File: config.mk
export PLATFORM = sky130hd
export DESIGN_NAME = acq_controller
export DESIGN_NICKNAME = d
export VERILOG_FILES = /design/src/rtl/acq_controller.sv
export SDC_FILE = /design/constraint.sdc
export NUM_CORES = 1
export LEC_CHECK = 0
export ABC_AREA = 1
export BUFFER_PORTS_ARGS = -buffer_cell sky130_fd_sc_hd__buf_2
export CORE_UTILIZATION = 51
export CTS_BUF_LIST = sky130_fd_sc_hd__clkbuf_16
export DETAILED_ROUTE_END_ITERATION = 12
export GPL_ROUTABILITY_DRIVEN = 0
export PLACE_DENSITY_LB_ADDON = 0.25
export SYNTH_ARGS = -nofsm -noshare
export SYNTH_HDL_FRONTEND = slang
export SYNTH_SLANG_ARGS = --single-unit
File: constraint.sdc
create_clock -name i_clk -period 2.78 [get_ports i_clk]
set_input_delay 0.139 -clock i_clk [delete_from_list [all_inputs] [get_ports i_clk]]
set_output_delay 0.139 -clock i_clk [all_outputs]
set_load 0.05 [all_outputs]
File: src/rtl/acq_controller.sv
// ---------------------------------------------------------------------------
// acq_controller
//
// Acquisition sequencer for the scope capture RAM. It decimates the incoming
// ADC stream, fills the pre-trigger window, watches for a level/slope trigger
// (or forces one in auto / free-run mode), finishes the post-trigger fill and
// then freezes the buffer until the VGA renderer has drawn a full frame.
// This block owns port A of the capture BRAM. The renderer reads through
// port B, starting at o_rd_base.
//
// Parameters
//   ADDR_W        capture RAM address width, DEPTH = 2**ADDR_W
//   PRE_TRIG      samples kept before the trigger sample (1 .. DEPTH-2)
//   AUTO_TIMEOUT  clocks spent in WAIT_TRIG before a forced trigger (>= 2)
//
// Ports
//   i_clk          capture clock
//   i_rst_n        asynchronous active-low reset
//   i_run          1 = acquire continuously, 0 = stop / abort
//   i_free_run     1 = take the first WAIT_TRIG sample as the trigger
//   i_auto_en      enables the AUTO_TIMEOUT forced trigger
//   i_trig_slope   0 = rising edge, 1 = falling edge
//   i_trig_level   unsigned trigger threshold
//   i_decim        keep 1 of every i_decim+1 valid samples
//   i_sample_valid ADC sample strobe
//   i_sample       unsigned ADC sample
//   i_frame_end    one-cycle pulse at the last line of each VGA frame
//   o_wr_en        port A write enable
//   o_wr_addr      port A address
//   o_wr_data      port A data
//   o_buf_ready    buffer frozen and valid for display
//   o_rd_base      address of the oldest sample in the frozen buffer
//   o_forced       last capture was auto-forced
//   o_state        IDLE=0, ARM=1, WAIT_TRIG=2, POST=3, HOLD=4
// ---------------------------------------------------------------------------
module acq_controller #(
  parameter int ADDR_W       = 14,
  parameter int PRE_TRIG     = 1024,
  parameter int AUTO_TIMEOUT = 2500000
) (
  input  logic              i_clk,
  input  logic              i_rst_n,
  input  logic              i_run,
  input  logic              i_free_run,
  input  logic              i_auto_en,
  input  logic              i_trig_slope,
  input  logic [7:0]        i_trig_level,
  input  logic [7:0]        i_decim,
  input  logic              i_sample_valid,
  input  logic [7:0]        i_sample,
  input  logic              i_frame_end,
  output logic              o_wr_en,
  output logic [ADDR_W-1:0] o_wr_addr,
  output logic [7:0]        o_wr_data,
  output logic              o_buf_ready,
  output logic [ADDR_W-1:0] o_rd_base,
  output logic              o_forced,
  output logic [2:0]        o_state
);

  localparam int DEPTH = 1 << ADDR_W;
  localparam int TO_W  = $clog2(AUTO_TIMEOUT);

  localparam logic [ADDR_W-1:0] PRE_LAST  = ADDR_W'(PRE_TRIG - 1);
  localparam logic [ADDR_W-1:0] POST_LAST = ADDR_W'(DEPTH - PRE_TRIG - 1);
  localparam logic [ADDR_W-1:0] PRE_OFF   = ADDR_W'(PRE_TRIG);
  localparam logic [TO_W-1:0]   TO_MAX    = TO_W'(AUTO_TIMEOUT - 1);

  typedef enum logic [2:0] {
    S_IDLE = 3'd0,
    S_ARM  = 3'd1,
    S_WAIT = 3'd2,
    S_POST = 3'd3,
    S_HOLD = 3'd4
  } state_t;

  state_t            r_state;
  state_t            w_next;

  logic [7:0]        r_dcnt;
  logic [ADDR_W-1:0] r_ptr;
  logic [ADDR_W-1:0] r_pre_cnt;
  logic [ADDR_W-1:0] r_post_cnt;
  logic [ADDR_W-1:0] r_trig_addr;
  logic [TO_W-1:0]   r_tcnt;
  logic [7:0]        r_prev;
  logic              r_prev_ok;
  logic              r_frame_cnt;
  logic              r_wr_en;
  logic [ADDR_W-1:0] r_wr_addr;
  logic [7:0]        r_wr_data;
  logic              r_buf_ready;
  logic [ADDR_W-1:0] r_rd_base;
  logic              r_forced;

  logic              w_accept;
  logic              w_active;
  logic              w_abort;
  logic              w_write;
  logic              w_cross;
  logic              w_trig_true;
  logic              w_trig_free;
  logic              w_trig_auto;
  logic              w_trig;
  logic              w_pre_done;
  logic              w_post_done;
  logic              w_hold_exit;
  logic              w_arm_entry;

  // State register. Everything else in the design keys off this.
  always_ff @(posedge i_clk or negedge i_rst_n) begin
    if (!i_rst_n) begin
      r_state <= S_IDLE;
    end else begin
      r_state <= w_next;
    end
  end

  // Next-state logic. Dropping i_run aborts any filling state at once. HOLD
  // ignores i_run until the renderer has finished a whole frame.
  always_comb begin
    w_next = r_state;
    unique case (r_state)
      S_IDLE: if (i_run) w_next = S_ARM;
      S_ARM: begin
        if (w_abort)         w_next = S_IDLE;
        else if (w_pre_done) w_next = S_WAIT;
      end
      S_WAIT: begin
        if (w_abort)     w_next = S_IDLE;
        else if (w_trig) w_next = S_POST;
      end
      S_POST: begin
        if (w_abort)          w_next = S_IDLE;
        else if (w_post_done) w_next = S_HOLD;
      end
      S_HOLD: if (w_hold_exit) w_next = i_run ? S_ARM : S_IDLE;
      default: w_next = S_IDLE;
    endcase
  end

  // Event decode. A write happens only for an accepted sample in a filling
  // state while i_run is still high, so an abort never leaks a final write.
  // The three trigger sources are decoded separately. o_forced is set only
  // when neither the true trigger nor free-run claimed the sample.
  always_comb begin
    w_accept    = i_sample_valid && (r_dcnt == 8'd0);
    w_active    = (r_state == S_ARM) || (r_state == S_WAIT) || (r_state == S_POST);
    w_abort     = w_active && !i_run;
    w_write     = w_active && i_run && w_accept;
    w_cross     = i_trig_slope ? ((r_prev > i_trig_level) && (i_sample <= i_trig_level))
                               : ((r_prev < i_trig_level) && (i_sample >= i_trig_level));
    w_trig_true = (r_state == S_WAIT) && w_write && r_prev_ok && w_cross;
    w_trig_free = (r_state == S_WAIT) && w_write && i_free_run;
    w_trig_auto = (r_state == S_WAIT) && w_write && i_auto_en && (r_tcnt == TO_MAX);
    w_trig      = w_trig_true || w_trig_free || w_trig_auto;
    w_pre_done  = (r_state == S_ARM) && w_write && (r_pre_cnt == PRE_LAST);
    w_post_done = (r_state == S_POST) && w_write && (r_post_cnt == POST_LAST);
    w_hold_exit = (r_state == S_HOLD) && i_frame_end && r_frame_cnt;
    w_arm_entry = (w_next == S_ARM) && (r_state != S_ARM);
  end

  // Datapath. The decimator counts down between kept samples and starts
  // from zero on every new capture. The timeout counter is cleared outside
  // WAIT_TRIG and saturates, so a forced trigger stays pending until the
  // next accepted sample. rd_base is computed once at the end of the
  // capture so that it is stable for the whole HOLD period.
  always_ff @(posedge i_clk or negedge i_rst_n) begin
    if (!i_rst_n) begin
      r_dcnt      <= '0;
      r_ptr       <= '0;
      r_pre_cnt   <= '0;
      r_post_cnt  <= '0;
      r_trig_addr <= '0;
      r_tcnt      <= '0;
      r_prev      <= '0;
      r_prev_ok   <= 1'b0;
      r_frame_cnt <= 1'b0;
      r_wr_en     <= 1'b0;
      r_wr_addr   <= '0;
      r_wr_data   <= '0;
      r_buf_ready <= 1'b0;
      r_rd_base   <= '0;
      r_forced    <= 1'b0;
    end else begin
      if ((r_state == S_IDLE) || w_arm_entry) begin
        r_dcnt <= '0;
      end else if (i_sample_valid) begin
        r_dcnt <= w_accept ? i_decim : (r_dcnt - 8'd1);
      end

      if (r_state != S_WAIT) begin
        r_tcnt <= '0;
      end else if (r_tcnt != TO_MAX) begin
        r_tcnt <= r_tcnt + 1'b1;
      end

      r_wr_en <= w_write;
      if (w_write) begin
        r_wr_addr <= r_ptr;
        r_wr_data <= i_sample;
        r_ptr     <= r_ptr + 1'b1;
        r_prev    <= i_sample;
        r_prev_ok <= 1'b1;
      end

      if (w_arm_entry) begin
        r_ptr     <= '0;
        r_pre_cnt <= '0;
        r_prev_ok <= 1'b0;
      end else if ((r_state == S_ARM) && w_write) begin
        r_pre_cnt <= r_pre_cnt + 1'b1;
      end

      if (w_trig) begin
        r_trig_addr <= r_ptr;
        r_post_cnt  <= ADDR_W'(1);
        r_forced    <= !(w_trig_true || w_trig_free);
      end else if ((r_state == S_POST) && w_write) begin
        r_post_cnt <= r_post_cnt + 1'b1;
      end

      if (w_post_done) begin
        r_buf_ready <= 1'b1;
        r_rd_base   <= r_trig_addr - PRE_OFF;
        r_frame_cnt <= 1'b0;
      end else if ((r_state == S_HOLD) && i_frame_end) begin
        if (w_hold_exit) begin
          r_buf_ready <= 1'b0;
        end else begin
          r_frame_cnt <= 1'b1;
        end
      end
    end
  end

  assign o_wr_en     = r_wr_en;
  assign o_wr_addr   = r_wr_addr;
  assign o_wr_data   = r_wr_data;
  assign o_buf_ready = r_buf_ready;
  assign o_rd_base   = r_rd_base;
  assign o_forced    = r_forced;
  assign o_state     = r_state;

endmodule
=== Yosys cells after proc, flatten, opt, wreduce, memory -nomap -nowiden ===
Cells that the tools add are included.

* Add/sub/neg operators: 6
* Magnitude comparators: 4
* Eq/ne operators: 12
* Muxes and demuxes: 30
* Reduce and logical (&&, ||, !) cells: 37

{| class="wikitable"
|+ Operators by type and width
! kind !! number
|-
| $mux 14 || 6
|-
| $mux 22 || 2
|-
| $add 14x1->14 const B || 3
|-
| $mux 3 || 8
|-
| $mux 8 || 3
|-
| $add 22x1->22 const B || 1
|-
| $eq 22x22->1 const B || 1
|-
| $ne 22x22->1 const B || 1
|-
| $logic_and 1x1->1 || 19
|-
| $pmux 3 s5 || 1
|-
| $eq 14x10->1 const B || 1
|-
| $eq 14x14->1 const B || 1
|-
| $reduce_bool 2->1 || 7
|-
| $sub 14x11->14 const B || 1
|-
| $mux 1 || 10
|-
| $ge 8x8->1 || 1
|-
| $gt 8x8->1 || 1
|-
| $le 8x8->1 || 1
|-
| $logic_not 8->1 || 1
|-
| $lt 8x8->1 || 1
|-
| $sub 8x1->8 const B || 1
|-
| $eq 3x1->1 const B || 2
|-
| $eq 3x2->1 const B || 2
|-
| $logic_or 1x1->1 || 5
|-
| 7 further kinds || 9
|}

* Register bits after elaboration: 130
* Input bits: 32
* Output and inout port bits: 42
* Logic and storage cells: 104

=== Longest topological paths before layout ===
* Depth in word-level cells: 17
* Mapped depth: 18
* Gate-level depth less buffers: 17

=== Worst setup path after synthesis ===
Ideal clock, no wire load.

* Path kind: register to register
* Start: register o_wr_data[7] (netlist name)
* End: register r_post_cnt[3]
* Library setup time: 65 ps
* Data arrival time: 2008 ps
* Required time: 2715 ps
* Path slack: 707 ps
* Stages on the path, launching flop included: 14
* Path buffers: 1
* Period minus slack after synthesis: 2073 ps
* Cell sequence: dfrtp_1 ha_1 nand2_1 nor2_1 nand2_1 and2_1 nand2_1 nand2_1 nand3_2 nand2_2 nor2_2 buf_6 nand3_1 nand2_1

{| class="wikitable"
|+ RTL lines
! element !! line !! source
|-
| end signal: assignment || 220 || <nowiki>r_post_cnt <= r_post_cnt + 1'b1;</nowiki>
|-
| end: declaration || 83 || <nowiki>logic [ADDR_W-1:0] r_post_cnt;</nowiki>
|}

=== Worst setup path after layout ===
* Start: register r_dcnt[0]
* End: register r_rd_base[12], in the netlist o_rd_base[12]

* Longest elaborated chain between the ends: 5

{| class="wikitable"
|+ Ends and longest elaborated chain
! element !! line !! source
|-
| start: declaration || 80 || <nowiki>logic [7:0] r_dcnt;</nowiki>
|-
| start signal: assignment || 189 || <nowiki>r_dcnt <= w_accept ? i_decim : (r_dcnt - 8'd1);</nowiki>
|-
| $logic_not 8->1 || 147 || <nowiki>w_accept = i_sample_valid && (r_dcnt == 8'd0);</nowiki>
|-
| $logic_and 1x1->1 || 147 ||
|-
| $logic_and 1x1->1 || 150 || <nowiki>w_write = w_active && i_run && w_accept;</nowiki>
|-
| $logic_and 1x1->1 (2 in a row) || 158 || <nowiki>w_post_done = (r_state == S_POST) && w_write && (r_post_cnt == POST_LAST);</nowiki>
|-
| end signal: assignment || 225 || <nowiki>r_rd_base <= r_trig_addr - PRE_OFF;</nowiki>
|-
| end: declaration || 93 || <nowiki>logic [ADDR_W-1:0] r_rd_base;</nowiki>
|}

Every way passes these cells.
A chain may end at the register's enable or synchronous reset.

==> summary.txt <==
Status
  – Outcome: complete, no violations

Clock network
  – H-tree Lvls: 4
  – Clock tree buffer depth: 2
  – CTS buffer count: 17
  – Clock sink count: 130
  – CTS tree: built
  – Post_cts resized: 0
  – Worst-path clk slew: about 0.06 ns
  – Clock latency on the worst-skew pair: 0.43 ns
  – Clock root buffer: clkbuf_16

Die
  – I/O pins: between 70 and 80
  – CORE AREA: 13,300 µm²
  – Die Area: approximately 14,000 µm²
  – Initial Util: 0.527
  – Row cnt: 42
  – Chip Width: around 120 µm
  – Die Y: ~120 µm

Cells and area
  – N_diodes: 0
  – Non-Filler Instances: 1,170
  – Cell area after layout: a little over 8000 µm²
  – Nets: 1,037
  – Fraction of layout cells with a size suffix above 1: 0.142
  – Area growth syn-to-layout: 17.5%
  – Final core occ: 0.619

Critical path
  – R2R cell count: 14
  – CP Capture Point: o_rd_base[12]
  – Crit path launch: r_dcnt[0]
  – Max FO, Critical Path: 27
  – R2R setup slack: 0.28 ns
  – WS Path Type: flop to flop
  – Worst r2r src: r_dcnt[0]
  – Startpoint types: flop
  – Reg2reg end: o_rd_base[12]
  – Crit. End Element: flop
  – Critical path arrival: 2.79 ns
  – Worst EP required: a little over 3 ns

Place
  – Pre-CTS setup slack: 0.306 ns
  – HPWL after DPL: 11,400 µm
  – Area post-placement: 7600 µm²
  – I/O Buffers: 73
  – Dpl cells: 1,131

Drt
  – Routed length per instance: 13.6 µm
  – Detailed Route WL: 15,900 µm
  – DRT iter0 DRCs: 436
  – Remaining DRCs: 0
  – Via density: 5.22
  – Vias: 6,110
  – First-pass detailed-route iteration total: 5
  – Routed Antenna Nets: 0

Synthesis
  – Ys async rst share: 1.00
  – Register area share after synthesis: 0.463
  – Post-Syn Nets: around 950
  – Number of synthesized flops with an enable pin: 0
  – Syn Inst Count: 892
  – YS warnings: 0
  – Most used DFF post-synth: dfrtp_1
  – Syn_area_per_cell: slightly below 8 µm²
  – Synth unique cells: 46
  – Yosys reg bits: 130
  – Synthesized area: 7030 µm²

STA
  – Relative slew slack: 0.582
  – Setup-failing EPs final: 0
  – Final period utilization: 0.898
  – Post-route setup slack: 0.284 ns
  – RSZ-0062 raised after global routing: no
  – Worst-margin pin slew: 0.627 ns
  – Fin. max-slew vios: 0
  – Final hold slack: ~0.017 ns
  – Fin. Hold Viols: 0
  – Fin crit period: approximately 2.5 ns
  – Clock skew: 0.0126 ns
  – Setup TNS: 0 ns
  – Fmax: approximately 0.4 GHz

GRT
  – Vias in the first global route: around 5,900
  – Gr ovfl total: 0
  – Tot GR Track Use: 0.244
  – Initial antenna violation count: 0
  – First-pass GRT wire length: 27,400 µm
  – Largest net degree at the start of global routing: 68

Hold path
  – Hold Crit Class: primary input to flop

Pwr
  – Sw power: 2.04 mW
  – Clock group share of total power: 0.370
  – Part of the power in registers: 0.378
  – Combinational power share: 0.252
  – Internal Power: 3.89 mW
  – Leakage power: approximately 4.2 nW
  – Sw Share: 0.344
  – Pwr/cell area: 718 nW/µm²
  – VDD IR-drop max: 0.569 mV
  – Overall power: 5.93 mW

Job
  – Max Cap Viol: 0
worst min-delay path by stage:
stage / to / startpoint / depth (start not counted)
detailed placement: r_tcnt[12] / i_rst_n / 1
global route: r_post_cnt[0] / i_free_run / 3
finish: r_dcnt[0] / i_decim[0] / 3
floorplan: o_buf_ready / i_rst_n / 0
CTS: o_wr_data[0] / i_sample[0] / 3
global placement: r_tcnt[11] / i_rst_n / 1
worst max-delay path, cell delays in order (launching register included):
cell and delay [ns]:
dfrtp_1 0.37, inv_1 0.12, ha_1 0.19, inv_1 0.07
nor3_4 0.21, nand2_4 0.14, inv_6 0.12, nand2_4 0.07
inv_6 0.17, nand2_1 0.12, clkinv_2 0.19, nand2_1 0.17
buf_4 0.26, nand2_1 0.09, o21ai_0 0.07
cells in the final DEF, fill, tap and decap left out, types with 3 or more instances in the layout:
cell             n
nor3_1          29
a31oi_1          5
dlygate4sd3_1    8
clkbuf_16       17
buf_4           10
xnor2_1          5
xor2_1          20
nand4_1         27
nand3_1         52
o21ai_1         17
a21oi_1         30
nand2_1        214
nor2_1          68
nand2_2          3
dfrtp_1        130
bufinv_16        3
o21ai_0         59
nand2_4          3
inv_1          133
o31ai_1          3
buf_2           72
ha_1            23
inv_2            4
nor4_1           8
clkinv_2         5
nor3_2           3
o21ai_2          4
nor2_2           4
layer usage:
metal / GRT usage / wire (µm) / vias up
met4: 0.0898 / 253 / 0
li1: - / - / 3081
met3: 0.0565 / 723 / 23
met5: 0 / 0 / -
met1: 0.312 / 7270 / 2874
met2: 0.403 / 7670 / 132
logic make-up after synthesis:
kind of cell / share of synthesized area
buffers and inverters: 0.0920
DFF: 0.463
and+or+nand+nor: 0.268
xor gates and xnor gates: 0.0311
adders and majority gates: 0.0424
AOI/OAI and AO/OA: 0.103
repair_timing:
action / CTS / global route
hold endpoints to repair: 72 / 0
hold buffers: 8 / 0
buffers inserted: 0 / 0
registers in the layout, indices dropped and copies added (netlist names):
| register | cells |
|---|---|
| r_tcnt | 22 |
| o_rd_base | 14 |
| o_wr_addr | 14 |
| r_post_cnt | 14 |
| r_pre_cnt | 14 |
| r_ptr | 14 |
| r_trig_addr | 14 |
| o_wr_data | 8 |
| r_dcnt | 8 |
| o_state | 3 |
| o_buf_ready | 1 |
| o_forced | 1 |
| o_wr_en | 1 |
| r_frame_cnt | 1 |
| r_prev_ok | 1 |
synth_stat cells (2+ instances only):
master | count | area, µm²
xnor2_1 | 5 | 43.8
o21ai_0 | 59 | 295
xor2_1 | 20 | 175
o21a_1 | 2 | 15.0
buf_2 | 5 | 25.0
inv_2 | 4 | 15.0
a211oi_1 | 2 | 15.0
o2111ai_1 | 2 | 17.5
a221oi_1 | 2 | 17.5
clkbuf_1 | 11 | 41.3
a21oi_1 | 30 | 150
nor3_2 | 3 | 30.0
o21ai_2 | 4 | 35.0
buf_4 | 3 | 22.5
and3_1 | 2 | 12.5
nor4_1 | 8 | 50.1
nand2_1 | 214 | 803
nor3b_1 | 2 | 15.0
nand3_2 | 2 | 20.0
ha_1 | 23 | 288
nand2_2 | 3 | 18.8
nor2_1 | 68 | 255
nand3_1 | 52 | 260
nand2_4 | 3 | 33.8
dfrtp_1 | 130 | 3250
nor2_2 | 4 | 25.0
inv_6 | 2 | 17.5
nor3_1 | 29 | 145
o41ai_1 | 2 | 17.5
o21ai_1 | 17 | 85.1
nand4_1 | 27 | 169
buf_6 | 2 | 22.5
inv_1 | 131 | 492
a31oi_1 | 5 | 31.3
o31ai_1 | 3 | 22.5
layout make-up:
class / count / area, µm²
clock buffer: 17 / 425
inverter: 139 / 536
timing repair buffer: 92 / 547
multi-input combinational: 602 / 3130
clock inverter: 14 / 149
tap: 176 / 220
fill: 1222 / 5090
sequential: 130 / 3250
power groups by stage:
stage	clock network [mW]	logic [mW]	registers [mW]
3_5_place_dp	0	1.48	2.27
4_1_cts	2.23	1.50	2.24
2_1_floorplan	0	0.771	2.56
6_report	2.19	1.49	2.24
3_3_place_gp	0	1.46	2.27
5_1_grt	2.32	1.66	2.26
No activity file was read; power rests on OpenSTA's default activity.
